File: src/rtl/ibex_irq_ctrl_pkg.sv
// Shared types and register offsets for the memory-mapped interrupt source block.
package ibex_irq_ctrl_pkg;

    typedef struct packed {
        logic        irq_software;
        logic        irq_timer;
        logic        irq_external;
        logic [14:0] irq_fast;
    } irqs_t;

    typedef enum logic {
        FIRQ_LEVEL = 1'b0,
        FIRQ_EDGE  = 1'b1
    } firq_mode_e;

    localparam logic [11:0] IRQ_CTRL_MSIP_OFF    = 12'h000;
    localparam logic [11:0] IRQ_CTRL_CMP_LO_OFF  = 12'h008;
    localparam logic [11:0] IRQ_CTRL_CMP_HI_OFF  = 12'h00C;
    localparam logic [11:0] IRQ_CTRL_TIME_LO_OFF = 12'h010;
    localparam logic [11:0] IRQ_CTRL_TIME_HI_OFF = 12'h014;
    localparam logic [11:0] IRQ_CTRL_PRESC_OFF   = 12'h018;
    localparam logic [11:0] IRQ_CTRL_FIP_OFF     = 12'h020;
    localparam logic [11:0] IRQ_CTRL_FIE_OFF     = 12'h024;
    localparam logic [11:0] IRQ_CTRL_FMODE_OFF   = 12'h028;
    localparam logic [11:0] IRQ_CTRL_NMI_OFF     = 12'h02C;

    function automatic logic [31:0] be_merge(input logic [31:0] old_val,
                                             input logic [31:0] new_val,
                                             input logic [3:0]  be);
        logic [31:0] res;
        for (int i = 0; i < 4; i++) begin
            res[8*i +: 8] = be[i] ? new_val[8*i +: 8] : old_val[8*i +: 8];
        end
        return res;
    endfunction

    function automatic logic [14:0] lane15(input logic [14:0] old_val,
                                           input logic [31:0] new_val,
                                           input logic [3:0]  be);
        logic [14:0] res;
        res[7:0]  = be[0] ? new_val[7:0]  : old_val[7:0];
        res[14:8] = be[1] ? new_val[14:8] : old_val[14:8];
        return res;
    endfunction

endpackage

File: src/rtl/ibex_irq_ctrl_timer.sv
// mtime/mtimecmp timer with prescaler; bus writes take priority over ticks.
module ibex_irq_ctrl_timer
    import ibex_irq_ctrl_pkg::*;
#(
    parameter logic [63:0] MtimeResetVal    = 64'h0,
    parameter logic [7:0]  PrescaleResetVal = 8'd0
) (
    input  logic        clk_i,
    input  logic        rst_i,
    input  logic [3:0]  be_i,
    input  logic [31:0] wdata_i,
    input  logic        cmp_lo_we_i,
    input  logic        cmp_hi_we_i,
    input  logic        time_lo_we_i,
    input  logic        time_hi_we_i,
    input  logic        presc_we_i,
    output logic [63:0] mtime_o,
    output logic [63:0] mtimecmp_o,
    output logic [7:0]  prescale_o,
    output logic        irq_timer_o
);

    logic [63:0] mtime_q, mtime_d;
    logic [63:0] cmp_q, cmp_d;
    logic [7:0]  presc_q, presc_d;
    logic [7:0]  cnt_q, cnt_d;
    logic        irq_q;
    logic        tick;

    always_comb begin
        tick    = (cnt_q == presc_q);
        cnt_d   = tick ? 8'd0 : cnt_q + 8'd1;
        mtime_d = tick ? mtime_q + 64'd1 : mtime_q;
        cmp_d   = cmp_q;
        presc_d = presc_q;

        // A software write to either half freezes mtime for that cycle.
        if (time_lo_we_i || time_hi_we_i) begin
            mtime_d = mtime_q;
            cnt_d   = 8'd0;
        end
        if (time_lo_we_i) begin
            mtime_d[31:0] = be_merge(mtime_q[31:0], wdata_i, be_i);
        end
        if (time_hi_we_i) begin
            mtime_d[63:32] = be_merge(mtime_q[63:32], wdata_i, be_i);
        end
        if (cmp_lo_we_i) begin
            cmp_d[31:0] = be_merge(cmp_q[31:0], wdata_i, be_i);
        end
        if (cmp_hi_we_i) begin
            cmp_d[63:32] = be_merge(cmp_q[63:32], wdata_i, be_i);
        end
        if (presc_we_i) begin
            presc_d = be_i[0] ? wdata_i[7:0] : presc_q;
            cnt_d   = 8'd0;
        end
    end

    always_ff @(posedge clk_i or posedge rst_i) begin
        if (rst_i) begin
            mtime_q <= MtimeResetVal;
            cmp_q   <= 64'hFFFF_FFFF_FFFF_FFFF;
            presc_q <= PrescaleResetVal;
            cnt_q   <= 8'd0;
            irq_q   <= 1'b0;
        end else begin
            mtime_q <= mtime_d;
            cmp_q   <= cmp_d;
            presc_q <= presc_d;
            cnt_q   <= cnt_d;
            irq_q   <= (mtime_q >= cmp_q);
        end
    end

    assign mtime_o     = mtime_q;
    assign mtimecmp_o  = cmp_q;
    assign prescale_o  = presc_q;
    assign irq_timer_o = irq_q;

endmodule

File: src/rtl/ibex_irq_ctrl.sv
// Memory-mapped interrupt sources: bus decode, fast-irq latches, MSIP, NMI.
module ibex_irq_ctrl
    import ibex_irq_ctrl_pkg::*;
#(
    parameter logic [63:0] MtimeResetVal    = 64'h0,
    parameter logic [7:0]  PrescaleResetVal = 8'd0
) (
    input  logic        clk_i,
    input  logic        rst_i,
    input  logic        req_i,
    input  logic        we_i,
    input  logic [3:0]  be_i,
    input  logic [11:0] addr_i,
    input  logic [31:0] wdata_i,
    output logic        gnt_o,
    output logic        rvalid_o,
    output logic [31:0] rdata_o,
    output logic        err_o,
    input  logic [14:0] irq_fast_src_i,
    input  logic        irq_ext_i,
    input  logic        nmi_src_i,
    output irqs_t       irqs_o,
    output logic        irq_nm_o
);

    logic [11:0] off;
    logic        hit_msip, hit_cmp_lo, hit_cmp_hi, hit_time_lo, hit_time_hi;
    logic        hit_presc, hit_fip, hit_fie, hit_fmode, hit_nmi, hit_any;
    logic        wr_en, rd_en;
    logic        unused_addr;

    logic [63:0] mtime, mtimecmp;
    logic [7:0]  prescale;
    logic        irq_timer;

    logic        msip_q, msip_d;
    logic [14:0] fip_q, fip_d, fie_q, fie_d, fmode_q, fmode_d;
    logic [14:0] hist_q, fast_rise, fip_clr;
    logic        nmi_q, nmi_d, nmi_hist_q;

    logic        irq_sw_q, irq_ext_q, irq_nm_q;
    logic [14:0] irq_fast_q;

    logic        rvalid_q, err_q, err_d;
    logic [31:0] rdata_q, rdata_d, rd_val;

    assign off         = {addr_i[11:2], 2'b00};
    assign unused_addr = ^addr_i[1:0];

    assign hit_msip    = (off == IRQ_CTRL_MSIP_OFF);
    assign hit_cmp_lo  = (off == IRQ_CTRL_CMP_LO_OFF);
    assign hit_cmp_hi  = (off == IRQ_CTRL_CMP_HI_OFF);
    assign hit_time_lo = (off == IRQ_CTRL_TIME_LO_OFF);
    assign hit_time_hi = (off == IRQ_CTRL_TIME_HI_OFF);
    assign hit_presc   = (off == IRQ_CTRL_PRESC_OFF);
    assign hit_fip     = (off == IRQ_CTRL_FIP_OFF);
    assign hit_fie     = (off == IRQ_CTRL_FIE_OFF);
    assign hit_fmode   = (off == IRQ_CTRL_FMODE_OFF);
    assign hit_nmi     = (off == IRQ_CTRL_NMI_OFF);
    assign hit_any     = hit_msip | hit_cmp_lo | hit_cmp_hi | hit_time_lo
                       | hit_time_hi | hit_presc | hit_fip | hit_fie
                       | hit_fmode | hit_nmi;

    // An all-zero byte enable must not disturb anything, including the prescaler.
    assign wr_en = req_i & we_i & (|be_i);
    assign rd_en = req_i & ~we_i;

    ibex_irq_ctrl_timer #(
        .MtimeResetVal    (MtimeResetVal),
        .PrescaleResetVal (PrescaleResetVal)
    ) u_timer (
        .clk_i        (clk_i),
        .rst_i        (rst_i),
        .be_i         (be_i),
        .wdata_i      (wdata_i),
        .cmp_lo_we_i  (wr_en & hit_cmp_lo),
        .cmp_hi_we_i  (wr_en & hit_cmp_hi),
        .time_lo_we_i (wr_en & hit_time_lo),
        .time_hi_we_i (wr_en & hit_time_hi),
        .presc_we_i   (wr_en & hit_presc),
        .mtime_o      (mtime),
        .mtimecmp_o   (mtimecmp),
        .prescale_o   (prescale),
        .irq_timer_o  (irq_timer)
    );

    always_comb begin
        msip_d    = msip_q;
        fie_d     = fie_q;
        fmode_d   = fmode_q;
        fip_clr   = '0;
        fast_rise = irq_fast_src_i & ~hist_q;

        if (wr_en && hit_msip && be_i[0]) msip_d = wdata_i[0];
        if (wr_en && hit_fie)   fie_d   = lane15(fie_q, wdata_i, be_i);
        if (wr_en && hit_fmode) fmode_d = lane15(fmode_q, wdata_i, be_i);
        if (wr_en && hit_fip)   fip_clr = lane15(15'd0, wdata_i, be_i);

        for (int i = 0; i < 15; i++) begin
            if (fmode_q[i] == FIRQ_EDGE) begin
                fip_d[i] = fast_rise[i] | (fip_q[i] & ~fip_clr[i]);
            end else begin
                fip_d[i] = irq_fast_src_i[i];
            end
        end

        nmi_d = (nmi_src_i & ~nmi_hist_q)
              | (nmi_q & ~(wr_en & hit_nmi & be_i[0] & wdata_i[0]));
    end

    always_comb begin
        rd_val = '0;
        unique case (1'b1)
            hit_msip:    rd_val = {31'd0, msip_q};
            hit_cmp_lo:  rd_val = mtimecmp[31:0];
            hit_cmp_hi:  rd_val = mtimecmp[63:32];
            hit_time_lo: rd_val = mtime[31:0];
            hit_time_hi: rd_val = mtime[63:32];
            hit_presc:   rd_val = {24'd0, prescale};
            hit_fip:     rd_val = {17'd0, fip_q};
            hit_fie:     rd_val = {17'd0, fie_q};
            hit_fmode:   rd_val = {17'd0, fmode_q};
            hit_nmi:     rd_val = {31'd0, nmi_q};
            default:     rd_val = '0;
        endcase
        rdata_d = rd_en ? rd_val : 32'd0;
        err_d   = req_i & ~hit_any;
    end

    always_ff @(posedge clk_i or posedge rst_i) begin
        if (rst_i) begin
            msip_q     <= 1'b0;
            fip_q      <= '0;
            fie_q      <= '0;
            fmode_q    <= '0;
            hist_q     <= '0;
            nmi_q      <= 1'b0;
            nmi_hist_q <= 1'b0;
            irq_sw_q   <= 1'b0;
            irq_ext_q  <= 1'b0;
            irq_fast_q <= '0;
            irq_nm_q   <= 1'b0;
            rvalid_q   <= 1'b0;
            rdata_q    <= '0;
            err_q      <= 1'b0;
        end else begin
            msip_q     <= msip_d;
            fip_q      <= fip_d;
            fie_q      <= fie_d;
            fmode_q    <= fmode_d;
            hist_q     <= irq_fast_src_i;
            nmi_q      <= nmi_d;
            nmi_hist_q <= nmi_src_i;
            irq_sw_q   <= msip_q;
            irq_ext_q  <= irq_ext_i;
            irq_fast_q <= fip_q & fie_q;
            irq_nm_q   <= nmi_q;
            rvalid_q   <= req_i;
            rdata_q    <= rdata_d;
            err_q      <= err_d;
        end
    end

    assign gnt_o    = req_i;
    assign rvalid_o = rvalid_q;
    assign rdata_o  = rdata_q;
    assign err_o    = err_q;
    assign irq_nm_o = irq_nm_q;

    assign irqs_o.irq_software = irq_sw_q;
    assign irqs_o.irq_timer    = irq_timer;
    assign irqs_o.irq_external = irq_ext_q;
    assign irqs_o.irq_fast     = irq_fast_q;

endmodule
File: config.mk
export PLATFORM = sky130hd
export DESIGN_NAME = ibex_irq_ctrl
export DESIGN_NICKNAME = d
export VERILOG_FILES = /design/src/rtl/ibex_irq_ctrl_pkg.sv /design/src/rtl/ibex_irq_ctrl_timer.sv /design/src/rtl/ibex_irq_ctrl.sv
export SDC_FILE = /design/constraint.sdc
export NUM_CORES = 1
export LEC_CHECK = 0
export CORE_MARGIN = 3
export CORE_UTILIZATION = 25
export CTS_BUF_LIST = sky130_fd_sc_hd__clkbuf_8 sky130_fd_sc_hd__clkbuf_16
export CTS_CLUSTER_SIZE = 25
export DETAILED_ROUTE_END_ITERATION = 12
export HOLD_SLACK_MARGIN = 0.1
export PLACE_DENSITY_LB_ADDON = 0.12
export RECOVER_POWER = 100
export SYNTH_ARGS = -nofsm -noshare
export SYNTH_HDL_FRONTEND = slang
export SYNTH_SLANG_ARGS = --single-unit
File: constraint.sdc
create_clock -name clk_i -period 19.4 [get_ports clk_i]
set_input_delay 5.82 -clock clk_i [delete_from_list [all_inputs] [get_ports clk_i]]
set_output_delay 5.82 -clock clk_i [all_outputs]
set_load 0.03 [all_outputs]
### After elaboration in Yosys (flattened, before gate mapping)

Index checks and enable logic that the tools add are counted.

| storage, ports and cells | value |
|---|---|
| memory bits (read-only) | 0 |
| bits in writable memories | 0 |
| bits in registers | 260 |
| bits in latches | 0 |
| bits of input ports | 69 |
| output and inout bits | 54 |
| memories kept | 0 |

| operators by class | value |
|---|---|
| multiplexer cells | 31 |
| order comparisons | 1 |
| bitwise logic cells | 76 |
| $add $sub $neg | 2 |
| divide/modulo/power cells | 0 |
| reduce and logical (&&, ||, !) cells | 31 |
| $mul | 0 |
| eq/ne operators | 20 |
| shift operators | 0 |

Operators with widths:

| kind | number |
|---|---|
| 32-bit one-hot mux with 10 select lines | 1 |
| 64-bit two-way mux | 2 |
| 32-bit two-way mux | 3 |
| 64-bit by 1-bit adder with 64-bit output, second input constant | 1 |
| 64-bit >= comparator | 1 |
| 8-bit two-way mux | 8 |
| 10-bit by 4-bit equality test with 1-bit output, second input constant | 4 |
| 15-bit AND | 2 |
| 10-bit by 3-bit equality test with 1-bit output, second input constant | 3 |
| 1-bit AND | 29 |
| 2-bit AND reduction | 13 |
| 1-bit bitwise OR | 25 |
| 3-bit AND reduction | 8 |
| 10-bit by 2-bit equality test with 1-bit output, second input constant | 2 |
| 1-bit inverter | 19 |
| 2-bit != test, second input constant | 8 |
| 1-bit two-way mux | 15 |
| 15-bit two-way mux | 1 |
| 15-bit inverter | 1 |
| 12-bit zero test | 1 |
| 8-bit by 1-bit adder with 8-bit output, second input constant | 1 |
| 8-bit equality test | 1 |
| 7-bit two-way mux | 1 |
| 1-bit logical AND | 5 |
| 4 further kinds | 6 |

### Depth between registers and ports, before layout

| depth | value |
|---|---|
| depth in word-level cells | 12 |
| gate-level depth with buffers | 9 |
| mapped depth without buffers | 8 |

### Cells and area by module

From an unflattened synthesis, not the netlist that was laid out.

| unflattened totals | value |
|---|---|
| cells, all modules | 1485 |
| area, all modules | 14644.0 um^2 |

By module, submodules not included:

| module | sequential area each (um^2) | area each (um^2) | instances | cells each |
|---|---|---|---|---|
| ibex_irq_ctrl_timer | 3708.6 | 9200.1 | 1 | 1005 |
| ibex_irq_ctrl | 2877.8 | 5444.0 | 1 | 480 |

### Least setup slack after synthesis

OpenSTA, ideal clock, no wires.

| timing | value |
|---|---|
| kind | input-to-output |
| start | input req_i |
| end | output gnt_o |
| buffers on the path | 1 |
| cell stages on the path | 1 |
| arrival | 5.965 ns |
| slack | 7.615 ns |
| cells stage by stage | buf_4 |

RTL lines:

| what | RTL line | RTL |
|---|---|---|
| from (decl) | ibex_irq_ctrl.sv:10 | `input logic req_i,` |
| to (decl) | ibex_irq_ctrl.sv:15 | `output logic gnt_o,` |

No word-level cell between the ends.

### Final worst setup path

| timing | value |
|---|---|
| start | input req_i |
| end | output gnt_o |

No word-level cell between the ends.

==> impl_metrics.ini <==
[timing]
tightest_slew_ps = 3700
max_freq_mhz = 76.9
slew_headroom = -1.46
min_period_ps = 13000
finalCritPeriodShare = 0.670
skew_ps = 18.3
report.final.setup_viol = 0
drv_slew = 391
finalSetupTns_ps = 0
finalHoldViolCount = 0
rsz0062_at_grt = no

[logic_synthesis]
synth_top_area_frac = 0.352
yosys.area.top_type = dfrtp_1
syn_avg_cell_area_um2 = 9.59
yosysWarnings = 0
syn_nets = 1589
synth_ff_type = dfrtp_1
synth-async-reset-ratio = 1.00
synth_edf_count = 0
ys_types = 76
synth_area_leaders = dfrtp_1 35%, dfstp_2 12%, ha_1 5.9%
syn_area_um2 = 13900
seq_area_frac_synth = 0.472
synthCells = 1454
ys_seq_elements = 260

[placed_design]
dpl.hpwl_um = 35600
portBuffers = 120
placed_area_um2 = 15900
place.gp.congestion = 0.811

[clocking]
tritoncts = yes
insertion_delay_ps = 550
h-tree-depth = 2
root_buffer = clkbuf_16
cts_inserted_buffers = 35
clkTransAtPathRegs_ps = 60
clockBufferDepth = 3
clkSinkCount = 260
post_cts_buffers = 0
cts_hold_buf = 0
cts.repair.resized = 0

[run_status]
violations = capacitance limit, slew limit
status = finished with violations

[floorplanning]
die_h_um = 242
core_area_um2 = 54600
dieArea_um2 = 58700
io-pin-count = 123
die_w_um = 242
num_rows = 85
start_util = 0.256

[detailed_routing]
wire_per_inst_um = 21.7
vias = 12016
ant_nets = 0
drc_errors = 0
totalWireLength_um = 50400
drt_iter0_drc = 956
dr.pass1.iters = 7
vias_per_cell = 5.18

[critical_path]
cp_max_fo = 5
crit_chain = dlygate4sd3_1, dlygate4sd3_1
crit_cells = 2
path_class = input pin to primary output
endpoint_kind = primary output
critPathBufInv = 2
crit_family = buffers and inverters
r2r_cells = 6
startpoint_type = input pin
critPathSlowestCell = dlygate4sd3_1
cp.required_ps = 13580
path_common_cell = dlygate4sd3_1
cpPeakStageDelay_ps = 760
critPathArrivalTime_ps = 7180

[power_and_ir_drop]
p_switching_w = 0.000437
clock_power_share = 0.441
power.share.switching = 0.303
p_leak_nw = 7.52
p_per_area_nw_per_um2 = 85.2
ir_drop_mv = 0.0492
internal_power_w = 0.00101
combinationalPowerShare = 0.146
p_seq_frac = 0.413

[finish]
diodes = 0
ff_latch_area_um2 = 6590
nNetsFinal = 1689
syn_to_final_growth_pct = 21.5
drive_above_1_share = 0.117
fin_area_um2 = 16900
multi_input_area_um2 = 6700
fillCellCount = 5691

[hold_path]
min_path_type = flip-flop to flip-flop
hold_depth = 1

[global_routing]
grtUsageTotal = 0.169
grt_pass1_vias = 11949
grt_max_degree = 80
grt_pass1_wl_um = 76700
grt_overflow = 0
grt_antenna_before_repair = 1

[job]
cap_violations = 8
kinds of logic after synthesis:
| family | share of synthesized area |
|---|---|
| adder cells (fa/ha/maj) | 0.0592 |
| AO/OA/AOI/OAI | 0.200 |
| XOR/XNOR | 0.00879 |
| multiplexers | 0.0377 |
| AND/OR/NAND/NOR | 0.176 |
| buffers and inverters | 0.0457 |
| flip-flops | 0.472 |
path summary, 6_finish.rpt:
kind | start | endpoint | slack [ps]
worst min register to register | nmi_hist_q$_DFF_PP0_ | nmi_q$_DFF_PP0_ | 410
worst min-delay path | nmi_hist_q$_DFF_PP0_ | nmi_q$_DFF_PP0_ | 410
worst max register to register | u_timer.prescale_o[6]$_DFFE_PP0P_ | u_timer.mtime_o[7]$_DFFE_PP0P_ | 16010
min in group asynchronous | rst_i | irq_ext_q$_DFF_PP0_ | 6810
worst max-delay path | req_i | gnt_o | 6400
max in group asynchronous | rst_i | rdata_o[25]$_DFF_PP0_ | 7950
final cells by class:
class / instances / share of cell area
Multi-Input combinational cell: 1041 / 0.395
Timing Repair Buffer: 142 / 0.0780
Clock inverter: 19 / 0.00724
Sequential cell: 260 / 0.389
Tap cell: 739 / 0.0546
Inverter: 74 / 0.0165
Clock buffer: 44 / 0.0597
synth_stat cells (all sizes together) (15+ instances only):
cell,instances
a31oi,26
and2,31
clkbuf,53
o21ai,102
buf,26
a32o,15
nor2,76
nand3,53
a222oi,39
nor3,35
mux2,40
inv,74
dfrtp,196
and3,26
nand4,21
a21oi,90
ha,66
nor4,15
nand2,212
dfstp,64
power by group through the flow:
stage | clock network [W] | registers (W) | logic (W)
floorplan | 0 | 0.000591 | 0.000139
global placement | 0 | 0.000604 | 0.000217
detailed placement | 0 | 0.000605 | 0.000217
CTS | 0.000660 | 0.000595 | 0.000218
global route | 0.000681 | 0.000600 | 0.000234
finish | 0.000636 | 0.000596 | 0.000210
per-stage QoR:
| step | utilization | power [W] | cells | setup WS (ps) | hold WS [ps] |
|---|---|---|---|---|---|
| floorplan | - | 0.000730 | 1454 | 6530 | 369 |
| global placement | 0.291 | 0.000820 | 2256 | 6550 | 394 |
| detailed placement | 0.291 | 0.000822 | 2256 | 6530 | 402 |
| CTS | 0.312 | 0.00147 | 2319 | 6530 | 412 |
| global route | 0.311 | 0.00152 | 2319 | 6370 | 427 |
| finish | 0.311 | 0.00144 | 2319 | 6400 | 409 |
per-layer routing:
layer / global-route usage / wire length, µm
met5: 0 / 12
met4: 0.0401 / 1010
met3: 0.0298 / 2450
met2: 0.272 / 23200
met1: 0.235 / 23600
sequential cells by signal, indices dropped and copies added (netlist names):
register,cells
irq_sw_q,1
nmi_hist_q,1
u_timer.mtime_o,64
msip_q,1
fie_q,15
fip_q,15
nmi_q,1
rdata_o,32
u_timer.irq_timer_o,1
u_timer.mtimecmp_o,64
u_timer.cnt_q,8
irq_fast_q,15
irq_nm_o,1
hist_q,15
rvalid_o,1
fmode_q,15
irq_ext_q,1
u_timer.prescale_o,8
err_o,1
placed cells by master (no fill, tap or decap), types with 11 or more instances in the layout:
| cell | instances |
|---|---|
| a2bb2oi_1 | 14 |
| and2_0 | 18 |
| o22ai_1 | 14 |
| clkbuf_16 | 36 |
| nand3_1 | 53 |
| dfstp_2 | 63 |
| a222oi_1 | 39 |
| and4_1 | 11 |
| nor3_1 | 35 |
| clkdlybuf4s50_1 | 44 |
| xor2_1 | 12 |
| a32o_1 | 15 |
| o21ai_0 | 99 |
| nor2_1 | 75 |
| a211oi_1 | 11 |
| clkbuf_1 | 12 |
| and2_1 | 13 |
| a31oi_1 | 26 |
| nand4_1 | 20 |
| a21oi_1 | 90 |
| nand2_1 | 211 |
| mux2_2 | 40 |
| and3_1 | 26 |
| ha_1 | 66 |
| nor4_1 | 12 |
| dlygate4sd3_1 | 76 |
| inv_1 | 85 |
| dfrtp_1 | 196 |
(Power assumes the default switching activity.)
